==> src/rtl/spi_cmd_bridge_pkg.sv <==
`default_nettype none
// ============================================================================
// Module   : spi_cmd_bridge_pkg
// Brief    : Shared types and constants for the SPI command bridge.
// Revision : 1.0
// ============================================================================
package spi_cmd_bridge_pkg;

    typedef logic [7:0] byte_t;

    localparam byte_t SPI_IDLE_BYTE = 8'h00;

    typedef enum logic [0:0] {
        SPI_IDLE   = 1'b0,
        SPI_ACTIVE = 1'b1
    } spi_state_t;

endpackage
`default_nettype wire

==> src/rtl/spi_cmd_bridge_sync_fifo.sv <==
`default_nettype none
// ============================================================================
// Module   : sync_fifo
// Brief    : Single-clock first-word-fall-through FIFO with synchronous flush.
// Revision : 1.0
// ============================================================================
module sync_fifo #(
    parameter int WIDTH = 8,
    parameter int DEPTH = 16
) (
    input  logic             clk,
    input  logic             rstn,
    input  logic             flush,
    input  logic             push,
    input  logic [WIDTH-1:0] push_data,
    input  logic             pop,
    output logic [WIDTH-1:0] pop_data,
    output logic             full,
    output logic             empty
);

    localparam int             c_aw   = $clog2(DEPTH);
    localparam logic [c_aw:0]  c_full = (c_aw + 1)'(DEPTH);

    logic [WIDTH-1:0] r_mem [DEPTH];
    logic [c_aw-1:0]  r_wr_ptr;
    logic [c_aw-1:0]  r_rd_ptr;
    logic [c_aw:0]    r_count;
    logic             w_push;
    logic             w_pop;

    // A pop on a full FIFO frees the slot that a same-cycle push takes.
    assign w_push   = push & (~full | pop);
    assign w_pop    = pop & ~empty;
    assign full     = (r_count == c_full);
    assign empty    = (r_count == '0);
    assign pop_data = r_mem[r_rd_ptr];

    always_ff @(posedge clk or negedge rstn) begin
        if (!rstn) begin
            r_wr_ptr <= '0;
            r_rd_ptr <= '0;
            r_count  <= '0;
            for (int i = 0; i < DEPTH; i++) begin
                r_mem[i] <= '0;
            end
        end else if (flush) begin
            r_wr_ptr <= '0;
            r_rd_ptr <= '0;
            r_count  <= '0;
        end else begin
            if (w_push) begin
                r_mem[r_wr_ptr] <= push_data;
                r_wr_ptr        <= r_wr_ptr + 1'b1;
            end
            if (w_pop) begin
                r_rd_ptr <= r_rd_ptr + 1'b1;
            end
            case ({w_push, w_pop})
                2'b10:   r_count <= r_count + 1'b1;
                2'b01:   r_count <= r_count - 1'b1;
                default: r_count <= r_count;
            endcase
        end
    end

endmodule
`default_nettype wire

==> src/rtl/spi_cmd_bridge.sv <==
`default_nettype none
// ============================================================================
// Module   : spi_cmd_bridge
// Brief    : Oversampled SPI mode-0 slave bridged to byte valid/ready streams.
// Revision : 1.0
// ============================================================================
module spi_cmd_bridge
    import spi_cmd_bridge_pkg::*;
#(
    parameter int    RX_DEPTH    = 16,
    parameter int    TX_DEPTH    = 16,
    parameter int    SYNC_STAGES = 2,
    parameter byte_t IDLE_BYTE   = SPI_IDLE_BYTE
) (
    input  logic       clk,
    input  logic       rstn,
    input  logic       spi_sclk,
    input  logic       spi_cs_n,
    input  logic       spi_mosi,
    output logic       spi_miso,
    output logic       cmd_in_valid,
    input  logic       cmd_in_ready,
    output logic [7:0] cmd_in_data,
    input  logic       cmd_out_valid,
    output logic       cmd_out_ready,
    input  logic [7:0] cmd_out_data,
    input  logic       cmd_reset,
    output logic       rx_overflow
);

    // Synchronizer lane {valid, sclk, cs_n, mosi}; valid marks samples taken after reset.
    localparam logic [3:0] c_sync_rst = 4'b0010;

    logic [3:0]  r_sync [SYNC_STAGES];
    logic        w_vld, w_sclk, w_cs_n, w_mosi;
    logic        r_sclk_d;
    logic        r_armed;
    spi_state_t  r_state, w_state_nxt;
    logic        w_start, w_stop, w_rise, w_fall;
    logic [2:0]  r_bit_cnt;
    logic        r_byte_seen;
    logic [6:0]  r_rx_shift;
    byte_t       r_tx_shift;
    logic        w_rx_push, w_rx_pop, w_rx_full, w_rx_empty;
    logic        w_tx_load, w_tx_push, w_tx_pop, w_tx_full, w_tx_empty;
    byte_t       w_tx_head;

    genvar g;
    generate
        for (g = 0; g < SYNC_STAGES; g++) begin : g_sync
            if (g == 0) begin : g_first
                always_ff @(posedge clk or negedge rstn) begin
                    if (!rstn) r_sync[g] <= c_sync_rst;
                    else       r_sync[g] <= {1'b1, spi_sclk, spi_cs_n, spi_mosi};
                end
            end else begin : g_next
                always_ff @(posedge clk or negedge rstn) begin
                    if (!rstn) r_sync[g] <= c_sync_rst;
                    else       r_sync[g] <= r_sync[g-1];
                end
            end
        end
    endgenerate

    assign {w_vld, w_sclk, w_cs_n, w_mosi} = r_sync[SYNC_STAGES-1];

    always_ff @(posedge clk or negedge rstn) begin
        if (!rstn) r_state <= SPI_IDLE;
        else       r_state <= w_state_nxt;
    end

    // A frame may only start after cs_n has been seen high, so a frame
    // already in progress across reset is ignored until it ends.
    always_comb begin
        w_state_nxt = r_state;
        w_start     = 1'b0;
        w_stop      = 1'b0;
        case (r_state)
            SPI_IDLE: begin
                if (r_armed && w_vld && !w_cs_n) begin
                    w_state_nxt = SPI_ACTIVE;
                    w_start     = 1'b1;
                end
            end
            SPI_ACTIVE: begin
                if (w_cs_n) begin
                    w_state_nxt = SPI_IDLE;
                    w_stop      = 1'b1;
                end
            end
            default: w_state_nxt = SPI_IDLE;
        endcase
    end

    assign w_rise    = (r_state == SPI_ACTIVE) && !w_cs_n &&  w_sclk && !r_sclk_d;
    assign w_fall    = (r_state == SPI_ACTIVE) && !w_cs_n && !w_sclk &&  r_sclk_d;
    assign w_rx_push = w_rise && (r_bit_cnt == 3'd7);
    assign w_rx_pop  = cmd_in_valid & cmd_in_ready;
    assign w_tx_load = w_start || (w_fall && (r_bit_cnt == 3'd0) && r_byte_seen);
    assign w_tx_pop  = w_tx_load & ~w_tx_empty;
    assign w_tx_push = cmd_out_valid & cmd_out_ready;

    assign spi_miso      = (r_state == SPI_ACTIVE) ? r_tx_shift[7] : 1'b0;
    assign cmd_in_valid  = ~w_rx_empty;
    assign cmd_out_ready = ~w_tx_full;

    always_ff @(posedge clk or negedge rstn) begin
        if (!rstn) begin
            r_sclk_d    <= 1'b0;
            r_armed     <= 1'b0;
            r_bit_cnt   <= 3'd0;
            r_byte_seen <= 1'b0;
            r_rx_shift  <= '0;
            r_tx_shift  <= '0;
            rx_overflow <= 1'b0;
        end else begin
            r_sclk_d <= w_sclk;
            if (w_start)               r_armed <= 1'b0;
            else if (w_vld && w_cs_n)  r_armed <= 1'b1;

            if (w_start || w_stop) begin
                r_bit_cnt   <= 3'd0;
                r_byte_seen <= 1'b0;
            end else if (w_rise) begin
                r_rx_shift <= {r_rx_shift[5:0], w_mosi};
                r_bit_cnt  <= r_bit_cnt + 3'd1;
                if (r_bit_cnt == 3'd7) r_byte_seen <= 1'b1;
            end

            if (w_tx_load)   r_tx_shift <= w_tx_empty ? IDLE_BYTE : w_tx_head;
            else if (w_fall) r_tx_shift <= {r_tx_shift[6:0], 1'b0};

            if (cmd_reset)                                  rx_overflow <= 1'b0;
            else if (w_rx_push && w_rx_full && !w_rx_pop)   rx_overflow <= 1'b1;
        end
    end

    sync_fifo #(.WIDTH(8), .DEPTH(RX_DEPTH)) u_rx_fifo (
        .clk       (clk),
        .rstn      (rstn),
        .flush     (cmd_reset),
        .push      (w_rx_push),
        .push_data ({r_rx_shift, w_mosi}),
        .pop       (w_rx_pop),
        .pop_data  (cmd_in_data),
        .full      (w_rx_full),
        .empty     (w_rx_empty)
    );

    sync_fifo #(.WIDTH(8), .DEPTH(TX_DEPTH)) u_tx_fifo (
        .clk       (clk),
        .rstn      (rstn),
        .flush     (cmd_reset),
        .push      (w_tx_push),
        .push_data (cmd_out_data),
        .pop       (w_tx_pop),
        .pop_data  (w_tx_head),
        .full      (w_tx_full),
        .empty     (w_tx_empty)
    );

endmodule
`default_nettype wire

==> config.mk <==
export PLATFORM = sky130hd
export DESIGN_NAME = spi_cmd_bridge
export DESIGN_NICKNAME = d
export VERILOG_FILES = /design/src/rtl/spi_cmd_bridge_pkg.sv /design/src/rtl/spi_cmd_bridge_sync_fifo.sv /design/src/rtl/spi_cmd_bridge.sv
export SDC_FILE = /design/constraint.sdc
export NUM_CORES = 1
export LEC_CHECK = 0
export BUFFER_PORTS_ARGS = -buffer_cell sky130_fd_sc_hd__buf_2
export CORE_ASPECT_RATIO = 1.4
export CORE_MARGIN = 4
export CORE_UTILIZATION = 57
export DETAILED_ROUTE_END_ITERATION = 8
export PLACE_DENSITY = 0.73
export SETUP_SLACK_MARGIN = 0.05
export SYNTH_ARGS = -nofsm -noshare
export SYNTH_HDL_FRONTEND = slang
export SYNTH_SLANG_ARGS = --single-unit
==> constraint.sdc <==
create_clock -name clk -period 8.3 [get_ports clk]
set_clock_uncertainty 0.2 [all_clocks]
set_input_delay 0 -clock clk [delete_from_list [all_inputs] [get_ports clk]]
set_output_delay 0 -clock clk [all_outputs]
set_load 0.02 [all_outputs]
==> impl_metrics.py <==
metrics = {
    "grt": {
        "grt_pass1_vias": 8810,
        "antenna_found_initial": 1,
        "grtUsageTotal_pct": 22.3,
        "grt_max_degree": 92,
        "grt_pass1_wl_mm": 49.4,
        "grt-ovfl-total": 0,
    },
    "setup_path": {
        "path_delay_family": "simple AND/OR/NAND/NOR gates",
        "worstPathRequired_ns": 8.53,
        "worst_ep_arrival_time_ns": 3.81,
        "cpPeakStageDelay_ns": 0.59,
        "critPathLaunchType": "flip-flop",
        "crit_type": "flip-flop to flip-flop",
        "r2r_end": "u_tx_fifo.r_count[4]",
        "worstPathBufferInverterCount": 0,
        "r2r_slack_ns": 4.72,
        "cp_num_cells": 10,
        "end_kind": "flip-flop",
        "worstPathMaxFanout": 10,
        "worstRegToRegCells": 10,
        "r2r_start": "r_sync[1]",
        "cp_cell_sequence": "and4bb_2 > a21oi_2 > or2_1 > nor2_1 > xor2_1 > ha_1 > and3_1 > o221a_2 > a31oi_1 > mux2_2",
        "slowest_stage": "dfstp_2",
    },
    "final_layout": {
        "fin_nets": 1042,
        "fin_util_pct": 64.3,
        "syn2layout_area_growth_pct": 10.7,
        "drive_gt1_share_pct": 45.5,
        "final_cell_mix": "dfrtp_1 (309), mux2_2 (228), mux4_2 (72)",
        "n_fill_cell": 1865,
        "diodes": 0,
        "fin_area_um2": 16400,
        "final_common_cell": "dfrtp_1",
        "multiInputGateArea_um2": 6650,
        "seq_area_um2": 7840,
    },
    "die": {
        "die_area_um2": 28600,
        "start_util_pct": 58.1,
        "core_um2": 25500,
        "die_h_um": 199,
        "rows": 69,
        "num_io_pins": 28,
        "die_w_um": 144,
    },
    "power_and_ir_drop": {
        "peakVddDrop_v": 0.000187,
        "leakage_uw": 0.00779,
        "power_density_nw_per_um2": 203,
    },
    "placement": {
        "placed_cell_area_um2": 15100,
        "numPortBuffers": 27,
        "hpwlAfterDp_mm": 19.9,
        "gp_congestion": 0.801,
    },
    "clock_network": {
        "cts_buffer_depth": 3,
        "hold_buffers": 21,
        "root_buffer": "clkbuf_16",
        "htree_levels": 1,
        "cts.clk_slew.worst_paths_ns": 0.06,
        "clock_sinks": 313,
        "cts_setup_buffers": 0,
        "clkLatencyLatePin_ns": 0.55,
        "post_cts_resize_count": 0,
        "cts_buffers": 31,
        "cts_tree": "built",
    },
    "timing": {
        "setup_viol": 0,
        "worst_pin_slew_ns": 1.06,
        "grt_setup_unrepaired": "no",
        "fin_tns_setup_ns": 0,
        "finalHoldViolations": 0,
        "fmax_mhz": 279,
        "post-route-min-period_ns": 3.58,
        "drv_slew": 0,
        "relSlewSlack_pct": 29.1,
        "fin_crit_sh_pct": 43.1,
    },
    "drt": {
        "wl_per_cell_um": 22.7,
        "drt_iter0_markers": 353,
        "wl_mm": 30.6,
        "viasPerCell": 6.01,
        "antenna_left": 0,
        "firstDrtPassIters": 4,
        "vias": 8111,
        "remaining_drc_errors": 0,
    },
    "min_path": {
        "holdPathStages": 0,
        "hold_end": "r_sync[2]",
        "hold_path_class": "flip-flop to flip-flop",
        "min_from": "r_sync[6]",
    },
    "logic_synthesis": {
        "synthFlopType": "dfrtp_1",
        "synth_edf_count": 0,
        "seq_area_frac_synth_pct": 52.9,
        "syn-num-nets": 1010,
        "synth_area_per_cell_um2": 15.2,
        "syn_area_um2": 14800,
        "synth-async-reset-ratio_pct": 100,
        "synth.area.top_cells": "dfrtp_1 (53%), mux2_2 (17%), mux4_2 (11%)",
        "yosysTopAreaCellShare_pct": 52.6,
        "ys_warn_count": 0,
        "syn_inst": 975,
        "synth_cell_types": 71,
        "ys_ff_latch": 313,
        "synth_area_leader_cell": "dfrtp_1",
    },
    "flow_run": {
        "drv_cap": 0,
    },
    "status": {
        "status": "completed",
    },
}
[cell usage after synthesis (11+ instances only)]
cell type  instances
dfrtp_1          311
mux2_2           228
mux4_2            72
clkbuf_1          33
nand2_1           32
nor2_1            31
mux2_4            25
ha_1              18
a211oi_1          17
nand3_2           16
nor2b_1           14
inv_1             13
mux2i_1           13
xnor2_1           11
[kinds of logic (layout without fill, tap and decap cells)]
kind of cell	Yosys count	in the layout	share of synthesized area, %
AO/OA/AOI/OAI	59	59	3.56
adder cells (fa/ha/maj)	19	19	1.66
other	1	1	0.0253
XOR/XNOR	16	16	0.947
buffers and inverters	71	127	2.16
AND/OR/NAND/NOR	151	151	6.48
multiplexers	345	345	32.2
flip-flops	313	313	52.9
[power by group]
group	internal [uW]	total, uW	switching (uW)
combinational	133	264	131
sequential	1610	1680	66.1
clock	812	1390	577
total	2550	3330	774
[through the flow]
stage          total power, uW  setup slack [ns]  instances  hold slack (ns)
6_report                  3330              4.72       1350            0.150
5_1_grt                   3460              4.53       1350            0.155
4_1_cts                   3360              4.72       1350            0.152
3_5_place_dp              1960              4.77       1272          -0.0842
3_3_place_gp              1950              4.83       1272          -0.0834
2_1_floorplan             1860              5.21        975           -0.496
[per-layer routing]
| layer | GRT usage (%) | wire, um | up-vias |
|---|---|---|---|
| met3 | 2.72 | 898 | 60 |
| met1 | 27.2 | 12100 | 4257 |
| met5 | 0 | 12 | - |
| li1 | - | - | 3672 |
| met2 | 40.5 | 16500 | 120 |
| met4 | 7.71 | 1070 | 2 |
[layout make-up]
cell class | instances | share of cell area, %
Clock buffer | 46 | 5.50
Timing Repair Buffer | 56 | 2.64
Inverter | 14 | 0.321
Clock inverter | 11 | 0.702
Sequential cell | 313 | 47.8
Tap cell | 319 | 2.44
Multi-Input combinational cell | 591 | 40.6
[state kept, by name, summed over array words and instances (netlist names), 3 cells and up]
register / count
u_rx_fifo.r_mem: 128
u_tx_fifo.r_mem: 128
r_sync: 8
r_tx_shift: 8
r_rx_shift: 7
u_rx_fifo.r_count: 5
u_tx_fifo.r_count: 5
u_rx_fifo.r_rd_ptr: 4
u_rx_fifo.r_wr_ptr: 4
u_tx_fifo.r_rd_ptr: 4
u_tx_fifo.r_wr_ptr: 4
r_bit_cnt: 3
[worst max path at each step]
| stage | start | to | slack [ns] |
|---|---|---|---|
| floorplan | u_tx_fifo.r_count[1] | u_tx_fifo.r_count[4] | 5.21 |
| global placement | r_sync[1] | u_tx_fifo.r_count[4] | 4.83 |
| detailed placement | r_sync[1] | u_tx_fifo.r_count[4] | 4.77 |
| CTS | r_sync[1] | u_tx_fifo.r_count[4] | 4.72 |
| global route | r_sync[1] | u_tx_fifo.r_count[4] | 4.53 |
| finish | r_sync[1] | u_tx_fifo.r_count[4] | 4.72 |
Note: power is estimated with default switching activity, not from simulation.
